### src/rtl/pe_result_drain_if.sv
// Result stream from pe_result_drain toward the output buffer: one word per
// valid/ready handshake, tagged with its lane index and a last flag.
interface pe_result_drain_if #(
  parameter int DATA_WIDTH = 32,
  parameter int NUM_PE     = 4
);
  localparam int IDX_W = $clog2(NUM_PE);

  logic [DATA_WIDTH-1:0] out_data_O;
  logic [IDX_W-1:0]      out_idx_O;
  logic                  out_valid_O;
  logic                  out_ready_I;
  logic                  out_last_O;

  modport master (
    output out_data_O,
    output out_idx_O,
    output out_valid_O,
    output out_last_O,
    input  out_ready_I
  );

  modport slave (
    input  out_data_O,
    input  out_idx_O,
    input  out_valid_O,
    input  out_last_O,
    output out_ready_I
  );
endinterface

### src/rtl/pe_result_drain.sv
// Pass sequencer and result drain for one column of MAC PEs: clear, accumulate
// for k_len cycles, settle, snapshot, stream. PE_DRAIN_OVERLAP_EN overlaps drain with the next pass.
module pe_result_drain #(
  parameter int DATA_WIDTH = 32,
  parameter int NUM_PE     = 4,
  parameter int K_WIDTH    = 16,
  parameter int FMA_LAT    = 2
) (
  input  logic                         clk_I,
  input  logic                         rst_n_I,
  input  logic                         start_I,
  input  logic [K_WIDTH-1:0]           k_len_I,
  input  logic [NUM_PE*DATA_WIDTH-1:0] pe_result_I,
  output logic                         pe_clear_O,
  output logic                         acc_en_O,
  output logic                         busy_O,
  output logic                         done_O,
  pe_result_drain_if.master            out_if
);

  localparam int IDX_W = $clog2(NUM_PE);
  localparam int SET_W = (FMA_LAT > 1) ? $clog2(FMA_LAT) : 1;

  localparam logic [SET_W-1:0]   SET_INIT = SET_W'(FMA_LAT - 1);
  localparam logic [SET_W-1:0]   SET_ONE  = SET_W'(1);
  localparam logic [K_WIDTH-1:0] K_ONE    = K_WIDTH'(1);
  localparam logic [IDX_W-1:0]   IDX_ONE  = IDX_W'(1);
  localparam logic [IDX_W-1:0]   IDX_LAST = IDX_W'(NUM_PE - 1);

  typedef enum logic [2:0] {
    S_IDLE,
    S_CLEAR,
    S_ACCUM,
    S_SETTLE,
    S_DRAIN
  } state_e;

  logic [K_WIDTH-1:0]    cnt_q, cnt_d;
  logic [SET_W-1:0]      set_q, set_d;
  logic [IDX_W-1:0]      idx_q, idx_d;
  logic                  pe_clear_q, pe_clear_d;
  logic                  acc_en_q, acc_en_d;
  logic                  out_valid_q, out_valid_d;
  logic                  done_q, done_d;
  logic                  capture;
  logic                  hs;
  logic                  hs_last;

  logic [DATA_WIDTH-1:0] lane_in  [NUM_PE];
  logic [DATA_WIDTH-1:0] shadow_q [NUM_PE];
  logic [DATA_WIDTH-1:0] shadow_d [NUM_PE];

  for (genvar gi = 0; gi < NUM_PE; gi++) begin : g_lane
    assign lane_in[gi]  = pe_result_I[gi*DATA_WIDTH +: DATA_WIDTH];
    assign shadow_d[gi] = capture ? lane_in[gi] : shadow_q[gi];
  end

  assign hs      = out_valid_q && out_if.out_ready_I;
  assign hs_last = hs && (idx_q == IDX_LAST);

`ifdef PE_DRAIN_OVERLAP_EN
  // Accumulate side walks IDLE/CLEAR/ACCUM/SETTLE; drain side walks IDLE/DRAIN.
  state_e acc_state_q, acc_state_d;
  state_e drn_state_q, drn_state_d;

  always_comb begin
    acc_state_d = acc_state_q;
    drn_state_d = drn_state_q;
    cnt_d       = cnt_q;
    set_d       = set_q;
    capture     = 1'b0;

    if ((drn_state_q == S_DRAIN) && hs_last) begin
      drn_state_d = S_IDLE;
    end

    case (acc_state_q)
      S_IDLE: begin
        if (start_I) begin
          acc_state_d = S_CLEAR;
          cnt_d       = k_len_I;
        end
      end
      S_CLEAR: begin
        if (cnt_q != '0) begin
          acc_state_d = S_ACCUM;
        end else begin
          acc_state_d = S_SETTLE;
          set_d       = SET_INIT;
        end
      end
      S_ACCUM: begin
        if (cnt_q == K_ONE) begin
          acc_state_d = S_SETTLE;
          set_d       = SET_INIT;
        end
        cnt_d = cnt_q - K_ONE;
      end
      S_SETTLE: begin
        if (set_q != '0) begin
          set_d = set_q - SET_ONE;
        end else if ((drn_state_q == S_IDLE) || hs_last) begin
          // Shadow is free (or frees this cycle): snapshot and restart drain at lane 0.
          capture     = 1'b1;
          acc_state_d = S_IDLE;
          drn_state_d = S_DRAIN;
        end
      end
      default: acc_state_d = S_IDLE;
    endcase
  end

  always_ff @(posedge clk_I or negedge rst_n_I) begin
    if (!rst_n_I) begin
      acc_state_q <= S_IDLE;
      drn_state_q <= S_IDLE;
    end else begin
      acc_state_q <= acc_state_d;
      drn_state_q <= drn_state_d;
    end
  end

  assign pe_clear_d  = (acc_state_d == S_CLEAR);
  assign acc_en_d    = (acc_state_d == S_ACCUM);
  assign out_valid_d = (drn_state_d == S_DRAIN);
  assign busy_O      = (acc_state_q != S_IDLE) || (drn_state_q != S_IDLE);
`else
  state_e state_q, state_d;

  always_comb begin
    state_d = state_q;
    cnt_d   = cnt_q;
    set_d   = set_q;
    capture = 1'b0;

    case (state_q)
      S_IDLE: begin
        if (start_I) begin
          state_d = S_CLEAR;
          cnt_d   = k_len_I;
        end
      end
      S_CLEAR: begin
        if (cnt_q != '0) begin
          state_d = S_ACCUM;
        end else begin
          state_d = S_SETTLE;
          set_d   = SET_INIT;
        end
      end
      S_ACCUM: begin
        if (cnt_q == K_ONE) begin
          state_d = S_SETTLE;
          set_d   = SET_INIT;
        end
        cnt_d = cnt_q - K_ONE;
      end
      S_SETTLE: begin
        if (set_q != '0) begin
          set_d = set_q - SET_ONE;
        end else begin
          capture = 1'b1;
          state_d = S_DRAIN;
        end
      end
      S_DRAIN: begin
        if (hs_last) begin
          state_d = S_IDLE;
        end
      end
      default: state_d = S_IDLE;
    endcase
  end

  always_ff @(posedge clk_I or negedge rst_n_I) begin
    if (!rst_n_I) begin
      state_q <= S_IDLE;
    end else begin
      state_q <= state_d;
    end
  end

  assign pe_clear_d  = (state_d == S_CLEAR);
  assign acc_en_d    = (state_d == S_ACCUM);
  assign out_valid_d = (state_d == S_DRAIN);
  assign busy_O      = (state_q != S_IDLE);
`endif

  always_comb begin
    idx_d  = idx_q;
    done_d = hs_last;
    if (hs) begin
      idx_d = hs_last ? '0 : (idx_q + IDX_ONE);
    end
  end

  // Control outputs come straight from flops so pe_clear_O is glitch-free into the PE reset.
  always_ff @(posedge clk_I or negedge rst_n_I) begin
    if (!rst_n_I) begin
      cnt_q       <= '0;
      set_q       <= '0;
      idx_q       <= '0;
      pe_clear_q  <= 1'b0;
      acc_en_q    <= 1'b0;
      out_valid_q <= 1'b0;
      done_q      <= 1'b0;
      for (int i = 0; i < NUM_PE; i++) begin
        shadow_q[i] <= '0;
      end
    end else begin
      cnt_q       <= cnt_d;
      set_q       <= set_d;
      idx_q       <= idx_d;
      pe_clear_q  <= pe_clear_d;
      acc_en_q    <= acc_en_d;
      out_valid_q <= out_valid_d;
      done_q      <= done_d;
      for (int i = 0; i < NUM_PE; i++) begin
        shadow_q[i] <= shadow_d[i];
      end
    end
  end

  assign pe_clear_O         = pe_clear_q;
  assign acc_en_O           = acc_en_q;
  assign done_O             = done_q;
  assign out_if.out_valid_O = out_valid_q;
  assign out_if.out_idx_O   = idx_q;
  assign out_if.out_data_O  = out_valid_q ? shadow_q[idx_q] : '0;
  assign out_if.out_last_O  = out_valid_q && (idx_q == IDX_LAST);

endmodule

### src/flat_wrapper.sv
// flat-port wrapper written by rule: the top's interface ports become plain ports
module pe_result_drain_flat 
#(
  parameter int DATA_WIDTH = 32,
  parameter int NUM_PE     = 4,
  parameter int K_WIDTH    = 16,
  parameter int FMA_LAT    = 2
)
  (clk_I, rst_n_I, start_I, k_len_I, pe_result_I, pe_clear_O, acc_en_O, busy_O, done_O, out_if_out_data_O, out_if_out_idx_O, out_if_out_valid_O, out_if_out_last_O, out_if_out_ready_I);
  pe_result_drain_if #(.DATA_WIDTH(DATA_WIDTH), .NUM_PE(NUM_PE)) out_if_i ();
  input  logic clk_I;
  input  logic rst_n_I;
  input  logic start_I;
  input  logic [K_WIDTH-1:0] k_len_I;
  input  logic [NUM_PE*DATA_WIDTH-1:0] pe_result_I;
  output logic pe_clear_O;
  output logic acc_en_O;
  output logic busy_O;
  output logic done_O;
  output wire logic [$bits(out_if_i.out_data_O)-1:0] out_if_out_data_O;
  output wire logic [$bits(out_if_i.out_idx_O)-1:0] out_if_out_idx_O;
  output wire logic [$bits(out_if_i.out_valid_O)-1:0] out_if_out_valid_O;
  output wire logic [$bits(out_if_i.out_last_O)-1:0] out_if_out_last_O;
  input wire logic [$bits(out_if_i.out_ready_I)-1:0] out_if_out_ready_I;
  assign out_if_out_data_O = out_if_i.out_data_O;
  assign out_if_out_idx_O = out_if_i.out_idx_O;
  assign out_if_out_valid_O = out_if_i.out_valid_O;
  assign out_if_out_last_O = out_if_i.out_last_O;
  assign out_if_i.out_ready_I = out_if_out_ready_I;
  pe_result_drain #(.DATA_WIDTH(DATA_WIDTH), .NUM_PE(NUM_PE), .K_WIDTH(K_WIDTH), .FMA_LAT(FMA_LAT)) u_core (.clk_I(clk_I), .rst_n_I(rst_n_I), .start_I(start_I), .k_len_I(k_len_I), .pe_result_I(pe_result_I), .pe_clear_O(pe_clear_O), .acc_en_O(acc_en_O), .busy_O(busy_O), .done_O(done_O), .out_if(out_if_i));
endmodule
### config.mk
export PLATFORM = sky130hd
export DESIGN_NAME = pe_result_drain_flat
export DESIGN_NICKNAME = d
export VERILOG_FILES = /design/src/rtl/pe_result_drain_if.sv /design/src/rtl/pe_result_drain.sv /design/src/flat_wrapper.sv
export SDC_FILE = /design/constraint.sdc
export NUM_CORES = 1
export LEC_CHECK = 0
export CAP_MARGIN = 20
export CORE_MARGIN = 5
export CORE_UTILIZATION = 50
export DETAILED_ROUTE_END_ITERATION = 10
export DONT_BUFFER_PORTS = 1
export PLACE_DENSITY = 0.7
export SYNTH_ARGS = -nofsm -noshare
export SYNTH_HDL_FRONTEND = slang
export SYNTH_SLANG_ARGS = --single-unit
### constraint.sdc
create_clock -name clk_I -period 2.3 [get_ports clk_I]
set_input_delay 0.345 -clock clk_I [delete_from_list [all_inputs] [get_ports clk_I]]
set_output_delay 0.345 -clock clk_I [all_outputs]
set_load 0.005 [all_outputs]
==> run_results.csv, run 1 <==
group,metric,value,unit
pwr,p_leak,3.34,nW
outcome,status,"finished, violations left",
synthesis,netlist_instances,499,
sta,setup_slack,81.4,ps
clock_tree,clkTransAtPathRegs,60,ps
setup_path,crit_fanout,9,
sta,slew_viol_final,0,
die,die_h,130,µm
cells_and_area,final_common_cell,"dfrtp_1",
global_routing,track_usage,0.185,
sta,worst_hold_slack,-373,ps
cells_and_area,synthToLayoutAreaGrowth,12.4,%
synthesis,synth_area,0.00723,mm²
place,dpl.hpwl,10500,µm
synthesis,async_flop_share,1.00,
route,first_pass_iters,4,
place,dp_slack,279,ps
die,start_util,0.503,
pwr,internal_power,0.00823,W
synthesis,ys_seq_area_frac,0.533,
cells_and_area,most-common-layout-cells,"152 x dfrtp_1, 98 x mux2_1, 33 x and2_1, 32 x mux4_2, 31 x mux2_2",
pwr,net-switching-power,0.00360,W
synthesis,synth_flop_cell,"dfrtp_1",
cells_and_area,finalInstanceArea,0.00812,mm²
pwr,vdd_drop_max,1.11,mV
synthesis,synth_edf_count,0,
route,avgRoutedWirePerCell,21.8,µm
sta,hold_violations,154,
die,core,0.0144,mm²
route,drt_iter0_markers,161,
setup_path,arrival,1870,ps
cells_and_area,fin_util,0.565,
clock_tree,clockBufferDepth,2,
synthesis,ys_types,51,
synthesis,syn_area_per_cell,14.5,µm²
synthesis,syn-num-nets,651,
pwr,power.total,0.0118,W
die,row_count,44,
die,die_area,0.0170,mm²
route,remaining_drc_errors,0,
clock_tree,cts_tree,"done",
global_routing,antenna_found_initial,2,
setup_path,critical_path_class,"register to output port",
die,ios,188,
route,via_count,4157,
clock_tree,cts_buffers,17,
clock_tree,root_buffer,"clkbuf_16",
sta,period_share,0.965,
setup_path,end_kind,"output port",
cells_and_area,drive_gt1_frac,0.237,
setup_path,crit_path_start_kind,"register",
global_routing,grt_overflow,0,
pwr,power_frac_seq,0.423,
synthesis,ys_ff_latch,154,
clock_tree,clk_latency,420,ps
place,port_buffers,0,
sta,skew,8.77,ps
setup_path,crit_required,1960,ps
sta,setup_violations,0,
pwr,switching_share,0.304,
setup_path,crit_path_top_delay_cell,"dfrtp_4",
setup_path,cp_cell_sequence,"clkbuf_16, mux4_2, and2_1",
sta,fin_crit,2220,ps
route,wirelength,15400,µm
cells_and_area,nFillCells,1133,
sta,relSlewSlack,0.673,
pwr,p_per_area,1460,mW/mm²
global_routing,grt_pass1_wl,24100,µm
global_routing,grt_max_degree,155,
route,vias_per_cell,5.91,
sta,max_freq,451,MHz
setup_path,max_stage_delay,550,ps
global_routing,grt_pass1_vias,4469,
sta,tightest_slew,486,ps
cells_and_area,finalNetCount,657,
pwr,clkPwrFrac,0.239,
outcome,failed_checks,"hold timing",
pwr,power_frac_comb,0.338,
run,cap_violations,0,
clock_tree,numClockSinks,154,
die,fp.dieW,130,µm
route,drt.antenna.violating_nets,0,
place,placed_cell_area,0.00745,mm²
clock_tree,htreeDepth,4,
sta,rsz0062_at_grt,"false",
worst_hold_path,hold_path.class,"input pin to asynchronous set/reset pin",
synthesis,synth_warnings,0,
sta,setup_tns,0,ps
place,finalWeightedCongestion,0.838,
[cells in the mapped netlist, types with 2 or more instances]
cell type	count	share of area
dfrtp_1	154	0.53
mux2_1	98	0.15
and2_1	33	0.029
mux4_2	32	0.10
mux2_2	31	0.048
nand2_1	14	0.0073
nor2_1	11	0.0057
buf_6	10	0.016
buf_2	8	0.0055
clkbuf_1	8	0.0042
nand3_1	7	0.0048
o21ai_0	7	0.0048
a21oi_1	6	0.0042
inv_1	6	0.0031
nor3_1	6	0.0042
o211ai_1	6	0.0062
buf_4	4	0.0042
ha_1	4	0.0069
nand4_1	4	0.0035
a221o_1	3	0.0042
a31oi_1	3	0.0026
nor2b_1	3	0.0026
nor4_1	3	0.0026
or3_1	3	0.0026
a21o_1	2	0.0021
a2bb2oi_1	2	0.0024
and3_1	2	0.0017
nand4b_1	2	0.0024
nor4_2	2	0.0035
o21bai_1	2	0.0021
o22ai_1	2	0.0017
o311ai_0	2	0.0024
[logic make-up after synthesis]
family | Yosys count | share of synthesized area
AOI/OAI and AO/OA | 43 | 0.0424
xor gates and xnor gates | 1 | 0.00121
adders and majority gates | 4 | 0.00692
buffers and inverters | 38 | 0.0336
DFF | 154 | 0.533
muxes | 161 | 0.301
and+or+nand+nor | 98 | 0.0824
[final cells by class]
class	instances	area (µm²)	share of cell area
inverters	7	26.3	0.00323
multi-input cells	307	3140	0.387
repair buffers	18	264	0.0325
well taps	184	230	0.0283
clock buffers	17	425	0.0524
diodes	1	2.50	0.000308
clock inverters	15	174	0.0214
flip-flops and latches	154	3860	0.475
[power groups by stage]
stage                     combinational (W)  sequential, W  clock, W
after floorplan                     0.00339        0.00461         0
after global placement              0.00374        0.00492         0
after detailed placement            0.00392        0.00503         0
after CTS                           0.00396        0.00499   0.00290
after global routing                0.00443        0.00519   0.00303
final                               0.00400        0.00500   0.00283
[through the flow]
step	hold slack [ps]	cells
floorplan	49.4	499
global placement	53.2	666
detailed placement	52.2	666
CTS	-401	699
global route	-404	703
finish	-373	703
[registers in the layout (all words and copies together) (netlist names)]
signal and cells:
u_core.shadow_q 128, u_core.cnt_q 16, u_core.state_q 3, u_core.out_if.out_idx_O 2, u_core.acc_en_O 1, u_core.done_O 1, u_core.out_if.out_valid_O 1, u_core.pe_clear_O 1
u_core.set_q 1
[per-layer routing]
| metal | global-route usage | share of wire | vias to the layer above |
|---|---|---|---|
| met2 | 0.302 | 0.51 | 116 |
| met4 | 0.0532 | 0.018 | 2 |
| met1 | 0.229 | 0.39 | 2151 |
| met5 | 0 | 0.00046 | - |
| met3 | 0.0741 | 0.075 | 22 |
| li1 | - | - | 1866 |
[final timing paths]
check | start | endpoint | slack, ps | depth (start not counted)
setup / recovery | u_core.out_if.out_idx_O[0] | out_if_out_data_O[17] | 80 | 3
setup reg to reg | u_core.state_q[0] | u_core.shadow_q[54] | 260 | 5
max in group asynchronous | rst_n_I | u_core.out_if.out_idx_O[0] | 2420 | 0
hold / removal | rst_n_I | u_core.shadow_q[109] | -370 | 0
hold reg to reg | u_core.shadow_q[35] | u_core.shadow_q[35] | 480 | 1
min in group clk_I | pe_result_I[34] | u_core.shadow_q[66] | 50 | 1
[worst max-delay path, delay by kind of cell (launching register included)]
family	cells	cell delay [ps]
buffers and inverters	1	220
DFF	1	550
muxes	1	480
and+or+nand+nor	1	200
[repair_timing]
action                                  4_1_cts  5_1_grt
gates resized for setup                       1        3
buffers inserted                              1        1
endpoints found under the setup margin       19       22
cloned                                        0        2
endpoints found under the hold margin       154      154
No activity file was read; power rests on OpenSTA's default activity.
==> run 2, diff against run 1 <==
--- a/config.mk
+++ b/config.mk
@@ -5,9 +5,11 @@
 export SDC_FILE = /design/constraint.sdc
 export NUM_CORES = 1
 export LEC_CHECK = 0
+export ABC_AREA = 1
 export CAP_MARGIN = 20
 export CORE_MARGIN = 5
 export CORE_UTILIZATION = 50
+export CTS_BUF_LIST = sky130_fd_sc_hd__clkbuf_8 sky130_fd_sc_hd__clkbuf_16
 export DETAILED_ROUTE_END_ITERATION = 10
 export DONT_BUFFER_PORTS = 1
 export PLACE_DENSITY = 0.7
==> run 2 against run 1 <==
The flow still finishes with violations (hold timing). Maximum frequency is 4.2% higher. Power is 16% higher. Setup slack better by 89 ps. Via count is 29% higher. Core utilization is 0.35 points higher. Sequential share of layout area is 3.1 points lower. Sequential cell count stayed put. Global-route usage is 2.6 points higher. Clock skew is 2.3 ps lower. Non-clock buffer count is 1 higher. Die area is 7.3% higher. Hold slack worse by 5.7 ps. Largest power group is now combinational logic.
==> run_results.csv, run 2 <==
group,metric,value,unit
outcome,status,"finished, violations left",
outcome,failed_checks,"hold timing",
global_routing,antenna_found_initial,1,
sta,setup_slack,170,ps
synthesis,synthTopCellsByArea,"dfrtp_1 49%, mux2_4 19%, nor2_1 7.7%",
clock_tree,cts_buffers,17,
synthesis,yosysMostFrequentCell,"nor2_1",
synthesis,netlist_top_cells_count,"160 x nor2_1, 154 x dfrtp_1, 98 x mux2_4",
die,start_util,0.511,
clock_tree,clkTransAtPathRegs,60,ps
global_routing,grt_max_degree,155,
synthesis,synth_area,0.00780,mm²
setup_path,crit_path_start_kind,"register",
cells_and_area,regMostFlops,"u_core.shadow_q",
synthesis,synth_edf_count,0,
place,dpl.hpwl,12900,µm
cells_and_area,largest_registers,"u_core.shadow_q: 128 flops, u_core.cnt_q: 16 flops, u_core.state_q: 3 flops",
synthesis,ys_ff_latch,154,
place,port_buffers,0,
clock_tree,clk_latency,420,ps
synthesis,yosysTopAreaCell,"dfrtp_1",
route,remaining_drc_errors,0,
synthesis,synth_top_family_by_area,"multiplexers",
die,die_area,0.0182,mm²
pwr,p_per_area,1580,mW/mm²
synthesis,async_flop_share,1.00,
sta,setup_violations,0,
setup_path,end_kind,"output port",
cells_and_area,final_common_cell,"nor2_1",
route,drt.antenna.violating_nets,0,
setup_path,regToRegStartpoint,"u_core.state_q[2]",
cells_and_area,synthToLayoutAreaGrowth,11.2,%
synthesis,synth.area.mux_share,0.232,
synthesis,yosys.area_share.simple,0.142,
sta,slew_viol_final,0,
global_routing,grt_overflow,0,
synthesis,synth_compound_area_frac,0.0808,
cells_and_area,most-common-layout-cells,"160 x nor2_1, 153 x dfrtp_1, 98 x mux2_4, 85 x nand2_1, 72 x o21ai_0",
global_routing,track_usage,0.211,
clock_tree,root_buffer,"clkbuf_16",
global_routing,grt_pass1_wl,29900,µm
synthesis,synth_flop_cell,"dfrtp_1",
setup_path,critical_path_class,"register to output port",
cells_and_area,n_antenna_cell,0,
cells_and_area,largest_reg_flops,128,
route,wirelength,18800,µm
setup_path,reg2reg_depth,6,
synthesis,synth.top_cell.area_share,0.494,
sta,fin_crit,2130,ps
pwr,power.total,0.0137,W
run,cap_violations,0,
synthesis,ys_types,27,
cells_and_area,finalNetCount,899,
sta,max_freq,470,MHz
route,first_pass_iters,7,
synthesis,synthXorXnorAreaFrac,0.00112,
sta,tightest_slew,377,ps
worst_hold_path,hold_path.class,"input pin to asynchronous set/reset pin",
place,finalWeightedCongestion,0.846,
cells_and_area,drive_gt1_frac,0.245,
setup_path,crit_fanout,18,
sta,skew,6.52,ps
setup_path,crit_required,1960,ps
synthesis,synth_warnings,0,
die,die_h,135,µm
route,avgRoutedWirePerCell,19.4,µm
die,core,0.0153,mm²
route,vias_per_cell,5.52,
die,ios,188,
synthesis,ys_seq_area_frac,0.494,
synthesis,synth-adder-area-share,0.00641,
pwr,p_leak,4.12,nW
place,dp_slack,440,ps
setup_path,r2r_slack,430,ps
synthesis,syn-num-nets,902,
sta,period_share,0.926,
clock_tree,clockBufferDepth,2,
sta,worst_hold_slack,-379,ps
synthesis,syn_area_per_cell,10.4,µm²
setup_path,arrival,1780,ps
route,drt_iter0_markers,257,
pwr,vdd_drop_max,0.705,mV
die,row_count,45,
route,via_count,5356,
cells_and_area,nFillCells,1263,
clock_tree,numClockSinks,154,
sta,relSlewSlack,0.748,
setup_path,r2r_end,"u_core.shadow_q[106]",
die,fp.dieW,135,µm
sta,hold_violations,154,
sta,setup_tns,0,ps
clock_tree,cts_tree,"done",
synthesis,netlist_instances,750,
global_routing,grt_pass1_vias,5737,
sta,rsz0062_at_grt,"false",
clock_tree,htreeDepth,4,
-- run 2: changes by cell type after synthesis, moves of 13 or more --
| cell | previous run | this run |
|---|---|---|
| a21oi_1 | 6 | 35 |
| and2_1 | 33 | 0 |
| inv_1 | 6 | 19 |
| mux2_1 | 98 | 0 |
| mux2_4 | 0 | 98 |
| mux4_2 | 32 | 0 |
| nand2_1 | 14 | 85 |
| nor2_1 | 11 | 160 |
| o21ai_0 | 7 | 72 |
-- run 2: area by class of cell --
type / count / area (µm²) / share of cell area
Inverter: 24 / 93.8 / 0.0108
Sequential cell: 154 / 3860 / 0.444
Tap cell: 211 / 264 / 0.0304
Clock inverter: 13 / 178 / 0.0205
Timing Repair Buffer: 19 / 225 / 0.0259
Clock buffer: 18 / 439 / 0.0506
Multi-Input combinational cell: 531 / 3620 / 0.417
-- run 2: kinds of logic (layout without fill, tap and decap cells) --
kind of cell,count (synthesis),count (layout)
AND/OR/NAND/NOR,278,278
adder cells (fa/ha/maj),4,4
flip-flops,154,154
XOR/XNOR,1,1
AO/OA/AOI/OAI,120,120
buffers and inverters,65,74
multiplexers,128,128
-- run 2: critical path, stage by stage, from the launching register on --
cell,delay [ps]
dfrtp_4,570
buf_4,290
nor2_1,90
nor2_1,100
o21ai_0,90
a21oi_1,230
-- run 2: how the worst max path moves through the flow --
stage                                     from               endpoint  cells after the start
floorplan           u_core.out_if.out_idx_O[0]  out_if_out_data_O[23]                      6
global placement             u_core.state_q[2]   u_core.shadow_q[118]                      6
detailed placement           u_core.state_q[2]   u_core.shadow_q[118]                      6
CTS                  u_core.out_if.out_valid_O   out_if_out_data_O[5]                      3
global route        u_core.out_if.out_idx_O[1]   out_if_out_data_O[0]                      7
finish              u_core.out_if.out_idx_O[0]   out_if_out_data_O[1]                      5
-- run 2: stage by stage --
step / cell area (µm²) / hold WS, ps / util / instances
floorplan: 7800 / 49.4 / - / 750
global placement: 8020 / 54.1 / 0.525 / 936
detailed placement: 8020 / 54.6 / 0.525 / 936
CTS: 8630 / -408 / 0.566 / 967
global route: 8680 / -419 / 0.569 / 970
finish: 8680 / -379 / 0.569 / 970
-- run 2: power by group --
part           leakage (nW)  switching (W)  total (W)  internal (W)
registers              1.81       0.000948    0.00507       0.00413
clock network         0.307        0.00109    0.00292       0.00183
logic                  2.00        0.00279    0.00572       0.00294
total                  4.12        0.00482     0.0137       0.00889
-- run 2: what timing repair did --
action	CTS	global route
setup endpoints to repair	0	17
resized for setup	0	4
hold endpoints to repair	154	154
buffers inserted	0	3
-- run 2: metal layers --
metal	vias to the layer above	track usage	share of wire
met5	-	0	0.00064
met4	2	0.0778	0.020
met3	33	0.0768	0.073
met2	196	0.355	0.50
met1	2624	0.248	0.41
li1	2501	-	-
==> run 3, diff against run 2 <==
--- a/config.mk
+++ b/config.mk
@@ -7,12 +7,14 @@
 export LEC_CHECK = 0
 export ABC_AREA = 1
 export CAP_MARGIN = 20
+export CELL_PAD_IN_SITES_DETAIL_PLACEMENT = 2
+export CELL_PAD_IN_SITES_GLOBAL_PLACEMENT = 2
 export CORE_MARGIN = 5
-export CORE_UTILIZATION = 50
+export CORE_UTILIZATION = 40
 export CTS_BUF_LIST = sky130_fd_sc_hd__clkbuf_8 sky130_fd_sc_hd__clkbuf_16
 export DETAILED_ROUTE_END_ITERATION = 10
 export DONT_BUFFER_PORTS = 1
-export PLACE_DENSITY = 0.7
+export PLACE_DENSITY = 0.85
 export SYNTH_ARGS = -nofsm -noshare
 export SYNTH_HDL_FRONTEND = slang
 export SYNTH_SLANG_ARGS = --single-unit
==> run 3 against run 2 <==
The run still ends with hold timing left. Maximum frequency decreased by 1.0%. Via count increased by 2.8%. Critical path type unchanged. Critical path depth unchanged. Sequential cell count unchanged. First-iteration DRC count decreased by 35%. Die area increased by 23%. Largest power group unchanged. Sequential share of layout area decreased by 0.26 points. Power increased by 3.2%. Setup slack got worse by 22 ps. Non-clock buffer count decreased by 3. Highest routed layer unchanged.
==> run_results.csv, run 3 (synthesis gave the netlist of run 2 again) <==
group,metric,value,unit
outcome,status,"finished, violations left",
outcome,failed_checks,"hold timing",
pwr,power_frac_comb,0.425,
route,first_pass_iters,4,
clock_tree,clkTransAtPathRegs,70,ps
pwr,vdd_drop_max,0.559,mV
global_routing,grt_max_degree,155,
route,vias_per_cell,5.39,
run,cap_violations,0,
sta,tightest_slew,438,ps
clock_tree,cts_buffers,17,
place,dpl.hpwl,16800,µm
cells_and_area,largest_registers,"u_core.shadow_q: 128 flops, u_core.cnt_q: 16 flops, u_core.state_q: 3 flops",
setup_path,arrival,1810,ps
die,fp.dieW,150,µm
route,via_count,5508,
cells_and_area,most-common-layout-cells,"160 x nor2_1, 152 x dfrtp_1, 98 x mux2_4, 85 x nand2_1, 72 x o21ai_0",
global_routing,grt_pass1_vias,6339,
sta,rsz0062_at_grt,"false",
pwr,switching_share,0.376,
cells_and_area,regMostFlops,"u_core.shadow_q",
die,die_area,0.0224,mm²
place,finalWeightedCongestion,0.841,
cells_and_area,final_common_cell,"nor2_1",
setup_path,r2r_slack,350,ps
die,die_h,150,µm
worst_hold_path,hold_path.class,"input pin to asynchronous set/reset pin",
die,start_util,0.404,
pwr,clkPwrFrac,0.213,
pwr,p_per_area,1620,mW/mm²
cells_and_area,drive_gt1_frac,0.243,
setup_path,end_kind,"output port",
die,row_count,51,
setup_path,regToRegStartpoint,"u_core.state_q[2]",
sta,setup_violations,0,
die,core,0.0193,mm²
sta,fin_crit,2150,ps
clock_tree,clockBufferDepth,2,
cells_and_area,finalNetCount,896,
route,wirelength,23700,µm
sta,relSlewSlack,0.707,
clock_tree,clk_latency,430,ps
setup_path,reg2reg_depth,6,
sta,period_share,0.935,
sta,max_freq,465,MHz
cells_and_area,largest_reg_flops,128,
setup_path,critical_path_class,"register to output port",
clock_tree,numClockSinks,154,
route,remaining_drc_errors,0,
setup_path,r2r_end,"u_core.shadow_q[87]",
global_routing,grt_pass1_wl,36900,µm
sta,skew,8.98,ps
pwr,internal_power,0.00884,W
setup_path,crit_path_start_kind,"register",
pwr,p_leak,4.10,nW
sta,setup_tns,0,ps
place,port_buffers,0,
cells_and_area,n_antenna_cell,0,
clock_tree,cts_tree,"done",
global_routing,antenna_found_initial,1,
sta,hold_violations,154,
clock_tree,htreeDepth,4,
die,ios,188,
pwr,power_frac_seq,0.362,
clock_tree,root_buffer,"clkbuf_16",
route,drt.antenna.violating_nets,0,
route,drt_iter0_markers,168,
setup_path,crit_fanout,31,
global_routing,track_usage,0.215,
sta,slew_viol_final,0,
cells_and_area,nFillCells,2019,
sta,worst_hold_slack,-394,ps
cells_and_area,synthToLayoutAreaGrowth,11.8,%
global_routing,grt_overflow,0,
route,avgRoutedWirePerCell,23.2,µm
setup_path,crit_required,1960,ps
pwr,net-switching-power,0.00532,W
## run 3: changes by cell type in the layout (fill, tap and decap cells not counted)
cell | before | now
buf_4 | 11 | 8
clkinv_2 | 4 | 2
dfrtp_2 | 0 | 2
inv_1 | 19 | 21
inv_8 | 0 | 2
a21oi_1 | 35 | 34
a21oi_2 | 0 | 1
buf_12 | 6 | 5
buf_6 | 2 | 3
clkbuf_8 | 1 | 0
dfrtp_1 | 153 | 152
dfrtp_4 | 1 | 0
inv_2 | 4 | 3
inv_4 | 0 | 1
## run 3: routing by layer
metal	track usage	up-vias	wire, µm	part of all wire
met2	0.386	136	12500	0.53
met3	0.0600	31	1340	0.056
met5	0	-	18	0.00076
met4	0.0737	2	527	0.022
met1	0.245	2840	9350	0.39
li1	-	2499	-	-
## run 3: power groups by stage
stage	clock (W)	sequential (W)	combinational (W)
CTS	0.00310	0.00512	0.00612
detailed placement	0	0.00516	0.00598
floorplan	0	0.00473	0.00466
global placement	0	0.00502	0.00556
global route	0.00321	0.00529	0.00661
finish	0.00302	0.00512	0.00602
## run 3: worst max-delay path by stage
stage,startpoint,endpoint
after floorplan,u_core.out_if.out_idx_O[0],out_if_out_data_O[23]
after global placement,u_core.out_if.out_idx_O[0],out_if_out_data_O[1]
after detailed placement,u_core.out_if.out_idx_O[0],out_if_out_data_O[1]
after CTS,u_core.out_if.out_idx_O[1],out_if_out_data_O[1]
after global routing,u_core.out_if.out_idx_O[0],out_if_out_data_O[18]
final,u_core.out_if.out_idx_O[0],out_if_out_data_O[1]
## run 3: metrics by stage
step | utilization | power [W] | instances | cell area [µm²] | worst slack, ps
after floorplan | - | 0.00939 | 750 | 7800 | 727
after global placement | 0.418 | 0.0106 | 989 | 8080 | 335
after detailed placement | 0.418 | 0.0111 | 989 | 8080 | 296
after CTS | 0.451 | 0.0144 | 1022 | 8720 | 29.2
after global routing | 0.451 | 0.0151 | 1022 | 8730 | 21.6
final | 0.451 | 0.0142 | 1022 | 8730 | 148
## run 3: worst max-delay path, stage by stage, from the launching register on
cell and delay (ps):
dfrtp_2 480, inv_4 170, buf_12 200, o21ai_0 160
a21oi_2 210, buf_4 140
## run 3: layout make-up
| class | instances | area, µm² | share of cell area |
|---|---|---|---|
| flip-flops and latches | 154 | 3860 | 0.442 |
| multi-input cells | 531 | 3630 | 0.416 |
| clock buffers | 17 | 425 | 0.0487 |
| well taps | 265 | 332 | 0.0380 |
| clock inverters | 15 | 201 | 0.0231 |
| repair buffers | 16 | 194 | 0.0222 |
| inverters | 24 | 92.6 | 0.0106 |
## run 3: what timing repair did
| item | CTS | global route |
|---|---|---|
| pin swaps | 1 | 0 |
| buffers inserted | 1 | 0 |
| gates resized for setup | 3 | 3 |
| endpoints found under the setup margin | 17 | 1 |
| endpoints found under the hold margin | 154 | 154 |
